--- config.mk ---
export PLATFORM = sky130hd
export DESIGN_NAME = layer_output_serializer
export DESIGN_NICKNAME = d
export VERILOG_FILES = /design/src/rtl/layer_output_serializer.sv
export SDC_FILE = /design/constraint.sdc
export NUM_CORES = 1
export LEC_CHECK = 0
export ABC_AREA = 0
export CORE_MARGIN = 2
export CORE_UTILIZATION = 46
export DETAILED_ROUTE_END_ITERATION = 10
export PLACE_DENSITY = 0.77
export SETUP_SLACK_MARGIN = 0.1
export SKIP_CTS_REPAIR_TIMING = 1
export SYNTH_ARGS = -nofsm -noshare
export SYNTH_HDL_FRONTEND = slang
export SYNTH_SLANG_ARGS = --single-unit
--- constraint.sdc ---
create_clock -name clk -period 3.85 [get_ports clk]
set_input_delay 0.385 -clock clk [delete_from_list [all_inputs] [get_ports clk]]
set_output_delay 0.385 -clock clk [all_outputs]
set_load 0.01 [all_outputs]
--- src/rtl/layer_output_serializer.sv ---
// Layer output serializer: captures a full layer of neuron outputs when every
// neuron reports valid in the same cycle, replays the words one per cycle for
// the next layer, and tracks the signed maximum word and its index (argmax).
module layer_output_serializer #(
  parameter int numNeurons = 30,
  parameter int dataWidth  = 16
) (
  input  logic                              clk,
  input  logic                              rst,
  input  logic [numNeurons*dataWidth-1:0]   layer_out,
  input  logic [numNeurons-1:0]             layer_valid,
  output logic [dataWidth-1:0]              data_out,
  output logic                              data_out_valid,
  output logic                              busy,
  output logic                              frame_done,
  output logic [$clog2(numNeurons)-1:0]     max_index,
  output logic                              overflow,
  output logic                              sync_err
);

  localparam int IDX_W = $clog2(numNeurons);
  localparam logic [IDX_W-1:0] LAST_IDX = IDX_W'(numNeurons - 1);
  localparam logic [IDX_W-1:0] ZERO_IDX = IDX_W'(0);
  localparam logic [IDX_W-1:0] ONE_IDX  = IDX_W'(1);

  typedef enum logic [1:0] {
    IDLE  = 2'd0,
    SHIFT = 2'd1,
    DONE  = 2'd2
  } state_t;

  state_t                            state_r, state_s;
  logic [IDX_W-1:0]                  cnt_r, cnt_s;
  logic [numNeurons*dataWidth-1:0]   hold_r, hold_s;
  logic [dataWidth-1:0]              data_out_r, data_out_s;
  logic                              valid_r, valid_s;
  logic                              done_r, done_s;
  logic [dataWidth-1:0]              max_r, max_s;
  logic [IDX_W-1:0]                  idx_r, idx_s;
  logic [IDX_W-1:0]                  max_index_r, max_index_s;
  logic                              overflow_r, overflow_s;
  logic                              sync_err_r, sync_err_s;

  logic                              all_valid_s;
  logic                              partial_s;
  logic [dataWidth-1:0]              word_s;

  assign all_valid_s = &layer_valid;
  assign partial_s   = (|layer_valid) & ~all_valid_s;
  assign word_s      = hold_r[int'(cnt_r)*dataWidth +: dataWidth];

  assign data_out       = data_out_r;
  assign data_out_valid = valid_r;
  assign busy           = (state_r != IDLE);
  assign frame_done     = done_r;
  assign max_index      = max_index_r;
  assign overflow       = overflow_r;
  assign sync_err       = sync_err_r;

  // Next-state and next-value logic for the capture / shift / done sequence.
  always_comb begin
    state_s     = state_r;
    cnt_s       = cnt_r;
    hold_s      = hold_r;
    data_out_s  = data_out_r;
    valid_s     = 1'b0;
    done_s      = 1'b0;
    max_s       = max_r;
    idx_s       = idx_r;
    max_index_s = max_index_r;
    overflow_s  = overflow_r;
    sync_err_s  = sync_err_r | partial_s;

    case (state_r)
      IDLE: begin
        if (all_valid_s) begin
          hold_s  = layer_out;
          cnt_s   = ZERO_IDX;
          state_s = SHIFT;
        end else begin
          state_s = IDLE;
        end
      end

      SHIFT: begin
        data_out_s = word_s;
        valid_s    = 1'b1;
        // Strict greater-than so ties keep the lower index.
        if (cnt_r == ZERO_IDX) begin
          max_s = word_s;
          idx_s = ZERO_IDX;
        end else if ($signed(word_s) > $signed(max_r)) begin
          max_s = word_s;
          idx_s = cnt_r;
        end else begin
          max_s = max_r;
          idx_s = idx_r;
        end
        cnt_s = cnt_r + ONE_IDX;
        if (cnt_r == LAST_IDX) begin
          state_s = DONE;
        end else begin
          state_s = SHIFT;
        end
        // A frame arriving while streaming is dropped, not captured.
        if (all_valid_s) begin
          overflow_s = 1'b1;
        end else begin
          overflow_s = overflow_r;
        end
      end

      DONE: begin
        valid_s     = 1'b0;
        done_s      = 1'b1;
        max_index_s = idx_r;
        state_s     = IDLE;
        if (all_valid_s) begin
          overflow_s = 1'b1;
        end else begin
          overflow_s = overflow_r;
        end
      end

      default: begin
        state_s = IDLE;
        cnt_s   = ZERO_IDX;
      end
    endcase
  end

  // State and output registers with synchronous reset.
  always_ff @(posedge clk) begin
    if (rst) begin
      state_r     <= IDLE;
      cnt_r       <= ZERO_IDX;
      hold_r      <= '0;
      data_out_r  <= '0;
      valid_r     <= 1'b0;
      done_r      <= 1'b0;
      max_r       <= '0;
      idx_r       <= ZERO_IDX;
      max_index_r <= ZERO_IDX;
      overflow_r  <= 1'b0;
      sync_err_r  <= 1'b0;
    end else begin
      state_r     <= state_s;
      cnt_r       <= cnt_s;
      hold_r      <= hold_s;
      data_out_r  <= data_out_s;
      valid_r     <= valid_s;
      done_r      <= done_s;
      max_r       <= max_s;
      idx_r       <= idx_s;
      max_index_r <= max_index_s;
      overflow_r  <= overflow_s;
      sync_err_r  <= sync_err_s;
    end
  end

endmodule

==> impl_metrics.env, run 1 <==
export IMPL_ys_seq_area_frac=0.4631
export IMPL_grt_pass1_vias=21801
export IMPL_routed_wirelength_um=82890
export IMPL_clock_sinks=533
export IMPL_fp_dieH_um=227.8
export IMPL_die_width_um=227.8
export IMPL_setup_viol=21
export IMPL_cp_arrival_ns=4.60
export IMPL_synthXorXnorAreaFrac=0
export IMPL_p_per_area_mw_per_mm2=352.6
export IMPL_failed_checks="setup timing"
export IMPL_synth_compound_area_frac=0.1557
export IMPL_drt_iter0_drc=2144
export IMPL_area_growth_pct=41.57
export IMPL_die_area_sq_mm=0.05190
export IMPL_start_kind="flip-flop"
export IMPL_critical_path_peak_fanout=8
export IMPL_cts_root_buf="clkbuf_16"
export IMPL_finalHoldWorstSlack_ns=0.1650
export IMPL_endpoint_kind="flip-flop"
export IMPL_rsz0062_at_grt="true"
export IMPL_antenna_found_initial=7
export IMPL_worst_slew_pin_slew_ns=1.128
export IMPL_max_freq_mhz=242.8
export IMPL_synthCells=2785
export IMPL_rows=82
export IMPL_placed_cells=3924
export IMPL_slew_viol_final=0
export IMPL_synth_simple_gate_area_frac=0.1885
export IMPL_worst_path_most_repeated_cell="buf_12"
export IMPL_clock_skew_ns=0.02716
export IMPL_syn_nets=3319
export IMPL_period_needed_ns=4.119
export IMPL_synth_seq_cells=533
export IMPL_vias=22572
export IMPL_synth_area_per_cell_sq_um=8.274
export IMPL_coreArea_sq_mm=0.04976
export IMPL_io_buffers=537
export IMPL_timing_rr_end="max_r[4]$_SDFFE_PP0P_"
export IMPL_finalCritPeriodShare=1.070
export IMPL_grt_max_degree=208
export IMPL_synth_edf_count=0
export IMPL_viasPerCell=5.524
export IMPL_htree_levels=2
export IMPL_grt_pass1_wl_um=123800
export IMPL_startpoint="cnt_r[0]$_SDFFE_PP0P_"
export IMPL_clock_path_buffers=3
export IMPL_hold_path_class="input port to flip-flop"
export IMPL_r2r_start="cnt_r[0]$_SDFFE_PP0P_"
export IMPL_max_stage_delay_ns=0.59
export IMPL_cts_buffers=55
export IMPL_critPathCapture="max_r[4]$_SDFFE_PP0P_"
export IMPL_final_util=0.6556
export IMPL_grtUsageTotal=0.3028
export IMPL_final_hold_viol_count=0
export IMPL_globalplace_congestion=0.9142
export IMPL_peakVddDrop_uv=302.5
export IMPL_crit_cells=19
export IMPL_p_total_w=0.01150
export IMPL_synth_top_family_by_area="simple AND/OR/NAND/NOR gates"
export IMPL_route_detailed_drc=0
export IMPL_clk_pin_slew_worst_paths_ns=0.06
export IMPL_grt_overflow=0
export IMPL_synth_area_mux_share=0.1320
export IMPL_clk_latency_ns=0.62
export IMPL_required_ns=4.33
export IMPL_r2r_cells=19
export IMPL_antenna_left=0
export IMPL_drtPass1Iterations=6
export IMPL_worstSetupPathType="flip-flop to flip-flop"
export IMPL_async_flop_share=0
export IMPL_ios=538
export IMPL_relSlewSlack=0.2480
export IMPL_cts_tree="yes"
export IMPL_r2r_slack_ns=-0.27
export IMPL_setup_slack_ns=-0.2694
export IMPL_p_leak_nw=11.09
export IMPL_yosys_cell_types_count=50
export IMPL_synthAdderAreaFrac=0.01195
export IMPL_path_delay_family="compound AO/OA/AOI/OAI gates"
export IMPL_maxCapViolations=0
export IMPL_drive_gt1_frac=0.1416
export IMPL_path_cells="buf_12 -> buf_12 -> buf_12 -> buf_4 -> mux4_2 -> o2bb2ai_2 -> a22oi_2 -> o21ai_2 -> nor2_2 -> ha_2 -> nor2b_1 -> o211ai_1 -> a211oi_4 -> nor4_4 -> buf_4 -> mux2i_4 -> nor2_4 -> buf_12 -> o211a_1"
export IMPL_dp_hpwl_um=60130
export IMPL_yosysWarnings=0
export IMPL_critical_path_slowest_cell="mux4_2"
export IMPL_ys_flop_type="dfxtp_1"
export IMPL_cp_num_buf_inv=6
export IMPL_start_util=0.4631
export IMPL_fin_nets=3901
export IMPL_instances_no_fill=4086
export IMPL_status="finished, violations left"
export IMPL_synthesis_area_sq_mm=0.02304
export IMPL_setup_tns_ns=-4.432
export IMPL_wl_per_cell_um=20.29
## worst reg2reg max path: cells and delay by family, from the launching register on
kind	cells	cell delay, ns
AOI/OAI and AO/OA	6	1.12
buffers and inverters	6	0.86
DFF	1	0.37
adders and majority gates	1	0.20
muxes	2	0.85
and+or+nand+nor	4	0.59
## cell usage in the layout, fill, tap and decap left out, drive strengths merged, types with 3 or more instances in the layout
master | netlist | routed
o21ai | 50 | 50
a211oi | 17 | 17
inv | 38 | 39
a21o | 5 | 5
mux2i | 100 | 100
nor4 | 9 | 9
clkbuf | 178 | 81
clkdlybuf4s50 | 0 | 536
a21oi | 515 | 515
o2bb2ai | 15 | 15
clkinv | 1 | 18
nand3 | 25 | 25
a22oi | 15 | 15
mux2 | 16 | 16
buf | 45 | 209
nor2b | 3 | 3
ha | 22 | 22
o211a | 14 | 14
nor2 | 61 | 61
nand4 | 14 | 14
diode | 0 | 4
mux4 | 82 | 82
a2111oi | 15 | 15
nand2 | 993 | 993
dfxtp | 533 | 533
## report_power, final
part           internal [W]  switching, W
Combinational      0.000467      0.000225
Sequential          0.00551   0.000000297
Clock               0.00303       0.00227
## per-layer routing
metal  up-vias  track usage  wire [um]
li1      10600            -          -
met1     10760       0.4032      34270
met2      1021       0.4829      38600
met3       185      0.05850       6484
met4         6       0.1266       3504
met5         -            0         38
## cell type report
class	instances	area, sq um
Fill cell	4059	17140
Multi-Input combinational cell	1990	11690
Sequential cell	533	10680
Timing Repair Buffer	748	7472
Clock buffer	78	1604
Tap cell	672	840.8
Clock inverter	22	183.9
Inverter	39	146.4
Antenna cell	4	10.01
## worst min path at each step
stage	end	startpoint	cells past startpoint	slack, ns
after floorplan	hold_r[100]$_SDFFE_PP0P_	hold_r[100]$_SDFFE_PP0P_	2	0.43
after global placement	hold_r[161]$_SDFFE_PP0P_	hold_r[161]$_SDFFE_PP0P_	2	0.44
after detailed placement	hold_r[44]$_SDFFE_PP0P_	hold_r[44]$_SDFFE_PP0P_	2	0.44
after CTS	data_out[7]$_SDFFE_PP0P_	rst	2	0.15
after global routing	data_out[7]$_SDFFE_PP0P_	rst	2	0.17
final	data_out[7]$_SDFFE_PP0P_	rst	2	0.17
## flip-flops by register name (all words and copies together), names as in the netlist, 2 cells and up
name / flops
max_index: 5
idx_r: 5
hold_r: 480
state_r: 2
cnt_r: 5
data_out: 16
max_r: 16
## through the flow
stage	instance area (sq um)	setup slack, ns
3_3_place_gp	29760	-0.4640
5_1_grt	32620	-0.4207
4_1_cts	31550	-0.4994
2_1_floorplan	23050	0.1003
3_5_place_dp	29760	-0.4593
6_report	32620	-0.2694
## cells by family after synthesis
kind of cell / count (synthesis)
AO/OA/AOI/OAI: 653
adder cells (fa/ha/maj): 22
buffers and inverters: 262
flip-flops: 533
multiplexers: 198
AND/OR/NAND/NOR: 1117
## synth_stat cells, types with 2 or more instances
cell type | instances | area, sq um
nand2_1 | 993 | 3727
buf_4 | 7 | 52.55
ha_1 | 22 | 275.3
inv_2 | 9 | 33.78
inv_1 | 29 | 108.9
clkbuf_1 | 178 | 668.1
o211a_1 | 14 | 140.1
mux4_2 | 82 | 1847
a32o_1 | 2 | 20.02
mux2_2 | 16 | 180.2
buf_6 | 12 | 135.1
a22oi_1 | 15 | 112.6
nand4_1 | 14 | 87.58
nor2_1 | 60 | 225.2
nand2b_1 | 2 | 12.51
buf_2 | 19 | 95.09
a21oi_1 | 515 | 2577
o21ai_1 | 28 | 140.1
nor4_1 | 8 | 50.05
nor2b_1 | 3 | 18.77
o2bb2ai_1 | 15 | 131.4
buf_1 | 7 | 26.28
a211oi_1 | 16 | 120.1
dfxtp_1 | 533 | 10670
a21o_1 | 5 | 37.54
nor3_1 | 2 | 10.01
o21ai_0 | 22 | 110.1
a2111oi_0 | 13 | 113.9
nand3_1 | 25 | 125.1
mux2i_1 | 99 | 991.0
(Power assumes the default switching activity.)
==> run 2: changes to the inputs <==
--- a/config.mk
+++ b/config.mk
@@ -9,6 +9,7 @@
 export CORE_MARGIN = 2
 export CORE_UTILIZATION = 46
 export DETAILED_ROUTE_END_ITERATION = 10
+export MAX_ROUTING_LAYER = met4
 export PLACE_DENSITY = 0.77
 export SETUP_SLACK_MARGIN = 0.1
 export SKIP_CTS_REPAIR_TIMING = 1
==> impl_metrics.env, run 2 (synthesis results as in run 1) <==
export IMPL_grt_overflow=0
export IMPL_grt_max_degree=246
export IMPL_setup_slack_ns=-0.2635
export IMPL_coreArea_sq_mm=0.04976
export IMPL_die_width_um=227.8
export IMPL_viasPerCell=5.489
export IMPL_failed_checks="setup timing"
export IMPL_vias=22406
export IMPL_routed_wirelength_um=82880
export IMPL_p_leak_nw=11.13
export IMPL_relSlewSlack=0.1639
export IMPL_start_kind="flip-flop"
export IMPL_wl_per_cell_um=20.30
export IMPL_critical_path_peak_fanout=8
export IMPL_peakVddDrop_uv=297.8
export IMPL_fp_dieH_um=227.8
export IMPL_dp_hpwl_um=59820
export IMPL_r2r_start="cnt_r[0]$_SDFFE_PP0P_"
export IMPL_clkPwrFrac=0.475
export IMPL_finalCritPeriodShare=1.068
export IMPL_clock_sinks=533
export IMPL_placed_cells=3912
export IMPL_final_hold_viol_count=0
export IMPL_rows=82
export IMPL_cts_buffers=55
export IMPL_intPower_w=0.009305
export IMPL_start_util=0.4631
export IMPL_regMostFlops="hold_r"
export IMPL_instances_no_fill=4082
export IMPL_maxCapViolations=0
export IMPL_largest_reg_flops=480
export IMPL_grt_pass1_vias=21783
export IMPL_final_area_sq_mm=0.03263
export IMPL_globalplace_congestion=0.9423
export IMPL_cp_arrival_ns=4.60
export IMPL_layout_commonest_cell="nand2_1"
export IMPL_required_ns=4.34
export IMPL_max_freq_mhz=243.1
export IMPL_clock_skew_ns=0.01646
export IMPL_antenna_found_initial=6
export IMPL_fillCellCount=4007
export IMPL_worst_slew_pin_slew_ns=1.254
export IMPL_drtPass1Iterations=6
export IMPL_antenna_left=0
export IMPL_setup_tns_ns=-4.803
export IMPL_die_area_sq_mm=0.05190
export IMPL_ios=538
export IMPL_clk_latency_ns=0.61
export IMPL_slew_viol_final=0
export IMPL_hold_path_class="input port to flip-flop"
export IMPL_worstSetupPathType="flip-flop to flip-flop"
export IMPL_rsz0062_at_grt="true"
export IMPL_multiInputGateArea_sq_mm=0.01158
export IMPL_route_detailed_drc=0
export IMPL_clk_pin_slew_worst_paths_ns=0.06
export IMPL_pwr_share_comb=0.059
export IMPL_seqPwrFrac=0.466
export IMPL_worstHoldStart="rst"
export IMPL_drive_gt1_frac=0.1343
export IMPL_status="finished, violations left"
export IMPL_clock_path_buffers=3
export IMPL_htree_levels=2
export IMPL_endpoint_kind="flip-flop"
export IMPL_dpl_cell_area_sq_mm=0.02967
export IMPL_grtUsageTotal=0.3115
export IMPL_regArea_sq_mm=0.01068
export IMPL_fin_nets=3891
export IMPL_power_switching_w=0.002513
export IMPL_drt_iter0_drc=2222
export IMPL_grt_pass1_wl_um=123500
export IMPL_finalHoldWorstSlack_ns=0.3034
export IMPL_startpoint="cnt_r[0]$_SDFFE_PP0P_"
export IMPL_switching_share=0.2126
export IMPL_final_cell_mix="992 x nand2_1, 536 x clkdlybuf4s50_1, 531 x dfxtp_1"
export IMPL_io_buffers=537
export IMPL_area_growth_pct=41.61
export IMPL_period_needed_ns=4.114
export IMPL_p_per_area_mw_per_mm2=362.2
export IMPL_setup_viol=21
export IMPL_cts_tree="yes"
export IMPL_cts_root_buf="clkbuf_16"
==> run 2: worst max-delay path, stage by stage, from the launching register on <==
cell and delay, ns:
dfxtp_4 0.38, buf_12 0.14, buf_4 0.11, buf_4 0.12, mux4_2 0.49, mux2_4 0.29
a22oi_1 0.14, buf_4 0.15, o21ai_1 0.07, nor2_1 0.19, inv_2 0.08, ha_4 0.27
nand4_1 0.10, or2_4 0.30, a211oi_4 0.26, nor4_4 0.08, buf_4 0.15, mux2i_4 0.20
nor2_4 0.08, buf_12 0.14, o211a_1 0.23
==> run 2: power groups by stage <==
stage          combinational [W]  sequential (W)  clock (W)
2_1_floorplan          0.0000829         0.00564          0
3_3_place_gp            0.000686         0.00564          0
3_5_place_dp            0.000683         0.00564          0
4_1_cts                 0.000688         0.00551    0.00567
5_1_grt                 0.000717         0.00551    0.00590
6_report                0.000692         0.00551    0.00561
==> run 2: metal layers <==
metal  up-vias  part of all wire  track usage
li1      10597                 -            -
met1     10694              0.42       0.4055
met2       953              0.47       0.4858
met3       162             0.072      0.04613
met4         0             0.042       0.1301
met5         -                 0            -
==> run 2: worst paths after layout <==
kind / slack (ns) / endpoint / depth (start not counted)
max reg2reg: -0.26 / max_r[13]$_SDFFE_PP0P_ / 20
min: 0.30 / max_index[1]$_SDFFE_PP0P_ / 2
min reg2reg: 0.45 / hold_r[455]$_SDFFE_PP0P_ / 2
max: -0.26 / max_r[13]$_SDFFE_PP0P_ / 20
==> run 2: metrics by stage <==
step,util,setup slack (ns),power [W]
finish,0.6557,-0.2635,0.01182
global route,0.6557,-0.4050,0.01213
CTS,0.6350,-0.5100,0.01187
detailed placement,0.5962,-0.4917,0.006319
global placement,0.5962,-0.4414,0.006323
floorplan,-,0.1003,0.005721
==> run 2: area by class of cell <==
| type | count | share of cell area |
|---|---|---|
| multi-input combinational | 1990 | 0.3548 |
| sequential | 533 | 0.3272 |
| timing repair buffer | 738 | 0.2280 |
| clock buffer | 80 | 0.05065 |
| tap | 672 | 0.02577 |
| clock inverter | 24 | 0.008551 |
| inverter | 39 | 0.004486 |
| antenna | 6 | 0.0004601 |
